## config.mk

```make
export PLATFORM = sky130hd
export DESIGN_NAME = instr_sequencer
export DESIGN_NICKNAME = d
export VERILOG_FILES = /design/src/rtl/instr_sequencer.sv
export SDC_FILE = /design/constraint.sdc
export NUM_CORES = 1
export LEC_CHECK = 0
export ABC_AREA = 1
export CAP_MARGIN = 20
export CORE_UTILIZATION = 36
export CTS_CLUSTER_SIZE = 30
export DETAILED_ROUTE_END_ITERATION = 12
export PLACE_DENSITY = 0.87
export RECOVER_POWER = 100
export SLEW_MARGIN = 10
export SYNTH_ARGS = -nofsm -noshare
export SYNTH_HDL_FRONTEND = slang
export SYNTH_SLANG_ARGS = --single-unit
```

## constraint.sdc

```tcl
create_clock -name clk -period 1.6 [get_ports clk]
set_input_delay 0.32 -clock clk [delete_from_list [all_inputs] [get_ports clk]]
set_output_delay 0.32 -clock clk [all_outputs]
set_load 0.01 [all_outputs]
```

## src/rtl/instr_sequencer.sv

```systemverilog
// Fetch/issue controller: owns the PC, fetches instruction words, resolves NOP/BRA/HLT
// and issues everything else to the cpu, lending it the memory port. Optional SEQ_WDOG_EN adds an EXEC watchdog.
module instr_sequencer #(
    parameter int         BUSW  = 32,
    parameter int         MINDW = 12,
    parameter int         PSRW  = 5,
    parameter logic       REN   = 1'b0,
    parameter logic [3:0] NOP   = 4'h0,
    parameter logic [3:0] LD    = 4'h1,
    parameter logic [3:0] STR   = 4'h2,
    parameter logic [3:0] BRA   = 4'h3,
    parameter logic [3:0] XOR   = 4'h4,
    parameter logic [3:0] ADD   = 4'h5,
    parameter logic [3:0] ROT   = 4'h6,
    parameter logic [3:0] SHF   = 4'h7,
    parameter logic [3:0] HLT   = 4'h8,
    parameter logic [3:0] CMP   = 4'h9
) (
    input  logic             clk,
    input  logic             rst,
    input  logic             start,
    output logic [MINDW-1:0] MemInd,
    output logic             mrwen,
    output logic [BUSW-1:0]  MemDbusOut,
    input  logic [BUSW-1:0]  MemDbusIn,
    input  logic [MINDW-1:0] cpu_MemInd,
    input  logic             cpu_mrwen,
    input  logic [BUSW-1:0]  cpu_MemDbusOut,
    output logic [31:0]      IReg,
    output logic             ir_valid,
    input  logic             exec_done,
    input  logic [PSRW-1:0]  PsrIn,
    output logic [MINDW-1:0] ProgCnt,
    output logic             halted,
    output logic             err
);

    typedef enum logic [2:0] {
        S_IDLE   = 3'd0,
        S_FETCH  = 3'd1,
        S_FWAIT  = 3'd2,
        S_DECODE = 3'd3,
        S_EXEC   = 3'd4,
        S_HALT   = 3'd5
    } state_t;

    state_t           state_q, state_d;
    logic [MINDW-1:0] pc_q, pc_d;
    logic [31:0]      ireg_q, ireg_d;
    logic             ir_valid_q, ir_valid_d;
    logic             halted_q, halted_d;

    logic [3:0]       opcode_s;
    logic [3:0]       cc_s;
    logic             bra_taken_s;
    logic [MINDW-1:0] pc_inc_s;
    logic             cpu_own_s;
    logic             unused_s;

`ifdef SEQ_WDOG_EN
    logic [7:0]       wdog_cnt_q, wdog_cnt_d;
    logic             err_q, err_d;
`endif

    assign opcode_s    = ireg_q[31:28];
    assign cc_s        = ireg_q[27:24];
    assign bra_taken_s = (cc_s == 4'h0) || ((cc_s & PsrIn[3:0]) != 4'h0);
    assign pc_inc_s    = pc_q + {{(MINDW-1){1'b0}}, 1'b1};
    assign unused_s    = ^{PsrIn, MemDbusIn};

    // Next-state and datapath update for the fetch/decode/issue sequence
    always_comb begin
        state_d    = state_q;
        pc_d       = pc_q;
        ireg_d     = ireg_q;
        ir_valid_d = 1'b0;
        halted_d   = halted_q;
`ifdef SEQ_WDOG_EN
        wdog_cnt_d = wdog_cnt_q;
        err_d      = err_q;
`endif
        case (state_q)
            S_IDLE: begin
                if (start) state_d = S_FETCH;
                else       state_d = S_IDLE;
            end
            S_FETCH: state_d = S_FWAIT;
            S_FWAIT: begin
                ireg_d  = MemDbusIn[31:0];
                state_d = S_DECODE;
            end
            S_DECODE: begin
                // Issue is the common path; NOP/HLT/BRA override it below.
                pc_d       = pc_inc_s;
                ir_valid_d = 1'b1;
                state_d    = S_EXEC;
`ifdef SEQ_WDOG_EN
                wdog_cnt_d = 8'h00;
`endif
                case (opcode_s)
                    NOP: begin
                        ir_valid_d = 1'b0;
                        state_d    = S_FETCH;
                    end
                    HLT: begin
                        pc_d       = pc_q;
                        ir_valid_d = 1'b0;
                        halted_d   = 1'b1;
                        state_d    = S_HALT;
                    end
                    BRA: begin
                        ir_valid_d = 1'b0;
                        state_d    = S_FETCH;
                        if (bra_taken_s) pc_d = ireg_q[MINDW-1:0];
                        else             pc_d = pc_inc_s;
                    end
                    LD, STR, XOR, ADD, ROT, SHF, CMP: state_d = S_EXEC;
                    default: state_d = S_EXEC;
                endcase
            end
            S_EXEC: begin
                if (exec_done) begin
                    state_d = S_FETCH;
                end
`ifdef SEQ_WDOG_EN
                else if (wdog_cnt_q == 8'hFF) begin
                    err_d   = 1'b1;
                    state_d = S_FETCH;
                end else begin
                    wdog_cnt_d = wdog_cnt_q + 8'h01;
                    state_d    = S_EXEC;
                end
`else
                else begin
                    state_d = S_EXEC;
                end
`endif
            end
            S_HALT: begin
                halted_d = 1'b1;
                state_d  = S_HALT;
            end
            default: state_d = S_IDLE;
        endcase
    end

    // State and datapath registers with synchronous reset
    always_ff @(posedge clk) begin
        if (rst) begin
            state_q    <= S_IDLE;
            pc_q       <= {MINDW{1'b0}};
            ireg_q     <= 32'h0000_0000;
            ir_valid_q <= 1'b0;
            halted_q   <= 1'b0;
`ifdef SEQ_WDOG_EN
            wdog_cnt_q <= 8'h00;
            err_q      <= 1'b0;
`endif
        end else begin
            state_q    <= state_d;
            pc_q       <= pc_d;
            ireg_q     <= ireg_d;
            ir_valid_q <= ir_valid_d;
            halted_q   <= halted_d;
`ifdef SEQ_WDOG_EN
            wdog_cnt_q <= wdog_cnt_d;
            err_q      <= err_d;
`endif
        end
    end

    // Memory port mux: cpu owns the port only during EXEC, and loses it as soon as rst rises
    assign cpu_own_s = (state_q == S_EXEC) && !rst;

    always_comb begin
        MemInd     = {MINDW{1'b0}};
        mrwen      = REN;
        MemDbusOut = {BUSW{1'b0}};
        if (cpu_own_s) begin
            MemInd     = cpu_MemInd;
            mrwen      = cpu_mrwen;
            MemDbusOut = cpu_MemDbusOut;
        end else if ((state_q == S_FETCH) && !rst) begin
            MemInd = pc_q;
        end else begin
            MemInd = {MINDW{1'b0}};
        end
    end

    assign IReg     = ireg_q;
    assign ir_valid = ir_valid_q;
    assign ProgCnt  = pc_q;
    assign halted   = halted_q;
`ifdef SEQ_WDOG_EN
    assign err      = err_q;
`else
    assign err      = 1'b0;
`endif

endmodule

```

==> results.yml <==
min_path:
  hp-start: "halted"
  hold_path.class: "reg -> reg"
critical_path:
  worstPathRequired_ns: 1.28
  critical_path.max_fanout: 6
  cp.arrival_ns: 1.43
  startpoint_type: "flop"
  cp_cell_sequence: "buf_4 -> nor2_4 -> nand3_4 -> buf_6 -> o21ai_1 -> buf_2"
  crit_family: "buffers and inverters"
  crit_slowest_cell: "dfxtp_2"
  reg2reg_from: "state_q[2]"
  ff2ff_setup_slack_ns: 0.08
  slowest_delay_ns: 0.35
  startpoint: "state_q[2]"
  worstSetupEndpointType: "output port"
  crit_type: "reg -> out"
  path_buf_inv: 3
power:
  power_density_nw_per_um2: 620
  ir_worst_vdd_mv: 0.436
  p_leak_nw: 2.36
  p_total_w: 0.00297
sta:
  finalCritPeriodShare: 1.10
  fmax_ghz: 0.570
  finalCriticalPeriod_ns: 1.75
  hold_viol_final: 0
  rsz0062_at_grt: "true"
  slew_violations: 0
  clock_skew_ns: 0.0108
  hold_ws_ns: 0.462
  setup_viol: 45
  timing.final.ws_setup_ns: -0.153
detailed_routing:
  drc: 0
  drtIter0Drc: 213
  antenna_left: 0
  num_vias: 3501
  routed_wl_um: 10100
  wl_per_cell_um: 13.9
  via_per_inst: 4.79
  dr.pass1.iters: 5
clock_tree:
  clock_path_buffers: 2
  clk_latency_ns: 0.31
  cts-root-buf: "clkbuf_8"
  numCtsBuffers: 5
  clock-sinks: 49
  cts_htree_levels: 2
  clk_pin_slew_ns: 0.10
  cts_tree: "done"
yosys:
  synth_edf_count: 0
  syn_avg_cell_area_um2: 6.20
  async_reset_ff_frac: 0
  synth_cell_types: 23
  syn_inst: 435
  synth_warnings: 0
  synth_top_area_share: 0.364
  ys_ff_latch: 49
  syn_nets: 522
  yosysSeqAreaShare: 0.364
  ys.flop_type: "dfxtp_1"
  synthTopCellsByCount: "106 x nor2_1, 63 x inv_1, 63 x nand2_1, 49 x dfxtp_1, 48 x o21ai_0"
  synthesis.area_um2: 2700
  synth.area.top_cells: "dfxtp_1 36%, nor2_1 15%, o21ai_0 8.9%"
  yosysMostFrequentCell: "nor2_1"
  synth_top_cell_by_area: "dfxtp_1"
floorplan:
  die_y_um: 88.5
  core_area_um2: 7250
  dieArea_um2: 7840
  start_util: 0.372
  die_width_um: 88.5
  num_io_pins: 178
  rows: 31
place:
  portBuffers: 175
  placed_area_um2: 4680
  dpl.cell_count: 714
  gp_congestion: 0.909
  place_hpwl_um: 7820
layout:
  area_delta_synth_final_pct: 77.4
  seqCellArea_um2: 992
  multi_input_area_um2: 1470
  final_nets: 717
  drive_gt1_frac: 0.216
  final_cell_area_um2: 4780
  fillerInstances: 614
  stdcell_count: 731
global_routing:
  grt_first_pass_wirelength_um: 15000
  grt_use_total: 0.249
  grt_max_degree: 39
  overflow: 0
  grt_pass1_vias: 3228
  antenna_found_initial: 1
run:
  cap_violations: 0
status:
  status: "complete, but fails checks"
  violations: "setup timing"
-- final cells by class --
type | count | area share
Sequential cell | 49 | 0.207
Inverter | 66 | 0.0523
Clock inverter | 3 | 0.00549
Timing Repair Buffer | 211 | 0.387
Clock buffer | 5 | 0.0144
Tap cell | 99 | 0.0259
Antenna cell | 1 | 0.000523
Multi-Input combinational cell | 297 | 0.307
-- where the power goes --
group	total (W)	internal (W)	leakage, nW	switching, W
Sequential	0.00137	0.00131	0.402	0.0000601
Clock	0.000786	0.000319	0.0423	0.000467
Combinational	0.000812	0.000445	1.92	0.000367
Total	0.00297	0.00207	2.36	0.000894
-- cells by family after synthesis --
logic type	count (synthesis)	synth area share
AOI/OAI and AO/OA	72	0.136
buffers and inverters	89	0.141
other	1	0.00139
adders and majority gates	1	0.00464
DFF	49	0.364
xor gates and xnor gates	2	0.00650
and+or+nand+nor	221	0.348
-- final timing paths --
check | endpoint | depth (start not counted)
min | halted | 2
max reg2reg | ProgCnt[1] | 10
min reg2reg | halted | 2
max | MemInd[11] | 6
-- cell usage in the layout, fill, tap and decap left out, drive strengths merged --
master         count
clkdlybuf4s50    111
nor2             110
buf               81
inv               67
nand2             63
dfxtp             49
o21ai             48
nand3             35
a21oi             22
dlygate4sd2       13
nand3b             6
dlymetal6s2s       6
clkbuf             5
nand4              3
nor3               3
xor2               2
clkinvlp           2
diode              1
or2                1
a211oi             1
o211ai             1
ha                 1
conb               1
-- flip-flops by register name (all words and copies together), names as in the netlist --
register  count
ProgCnt      12
halted        1
ir_valid      1
IReg         32
state_q       3
-- per-stage QoR --
stage / setup WS [ns] / utilization / TNS [ns]
finish: -0.153 / 0.660 / -4.13
global route: -0.193 / 0.660 / -7.27
CTS: -0.173 / 0.647 / -2.71
detailed placement: -0.648 / 0.645 / -27.18
global placement: -0.589 / 0.645 / -25.19
floorplan: 0.113 / - / 0
-- tightest hold or removal path, delay by kind of cell (launching register included) --
kind,cells,cell delay [ns]
flops,1,0.32
buf+inv,1,0.05
compound gates,1,0.05
-- layer usage --
metal  GRT usage  part of all wire
met4       0.141             0.039
met2       0.470              0.52
met3      0.0690             0.090
met5           0                 0
met1       0.243              0.35
-- repair_timing --
action,4_1_cts,5_1_grt
cloned,1,1
hold buffers,0,0
pin swaps,2,2
endpoints found under the hold margin,0,0
endpoints found under the setup margin,57,61
setup buffers,5,1
gates resized for setup,236,30
Note: power is estimated with default switching activity, not from simulation.
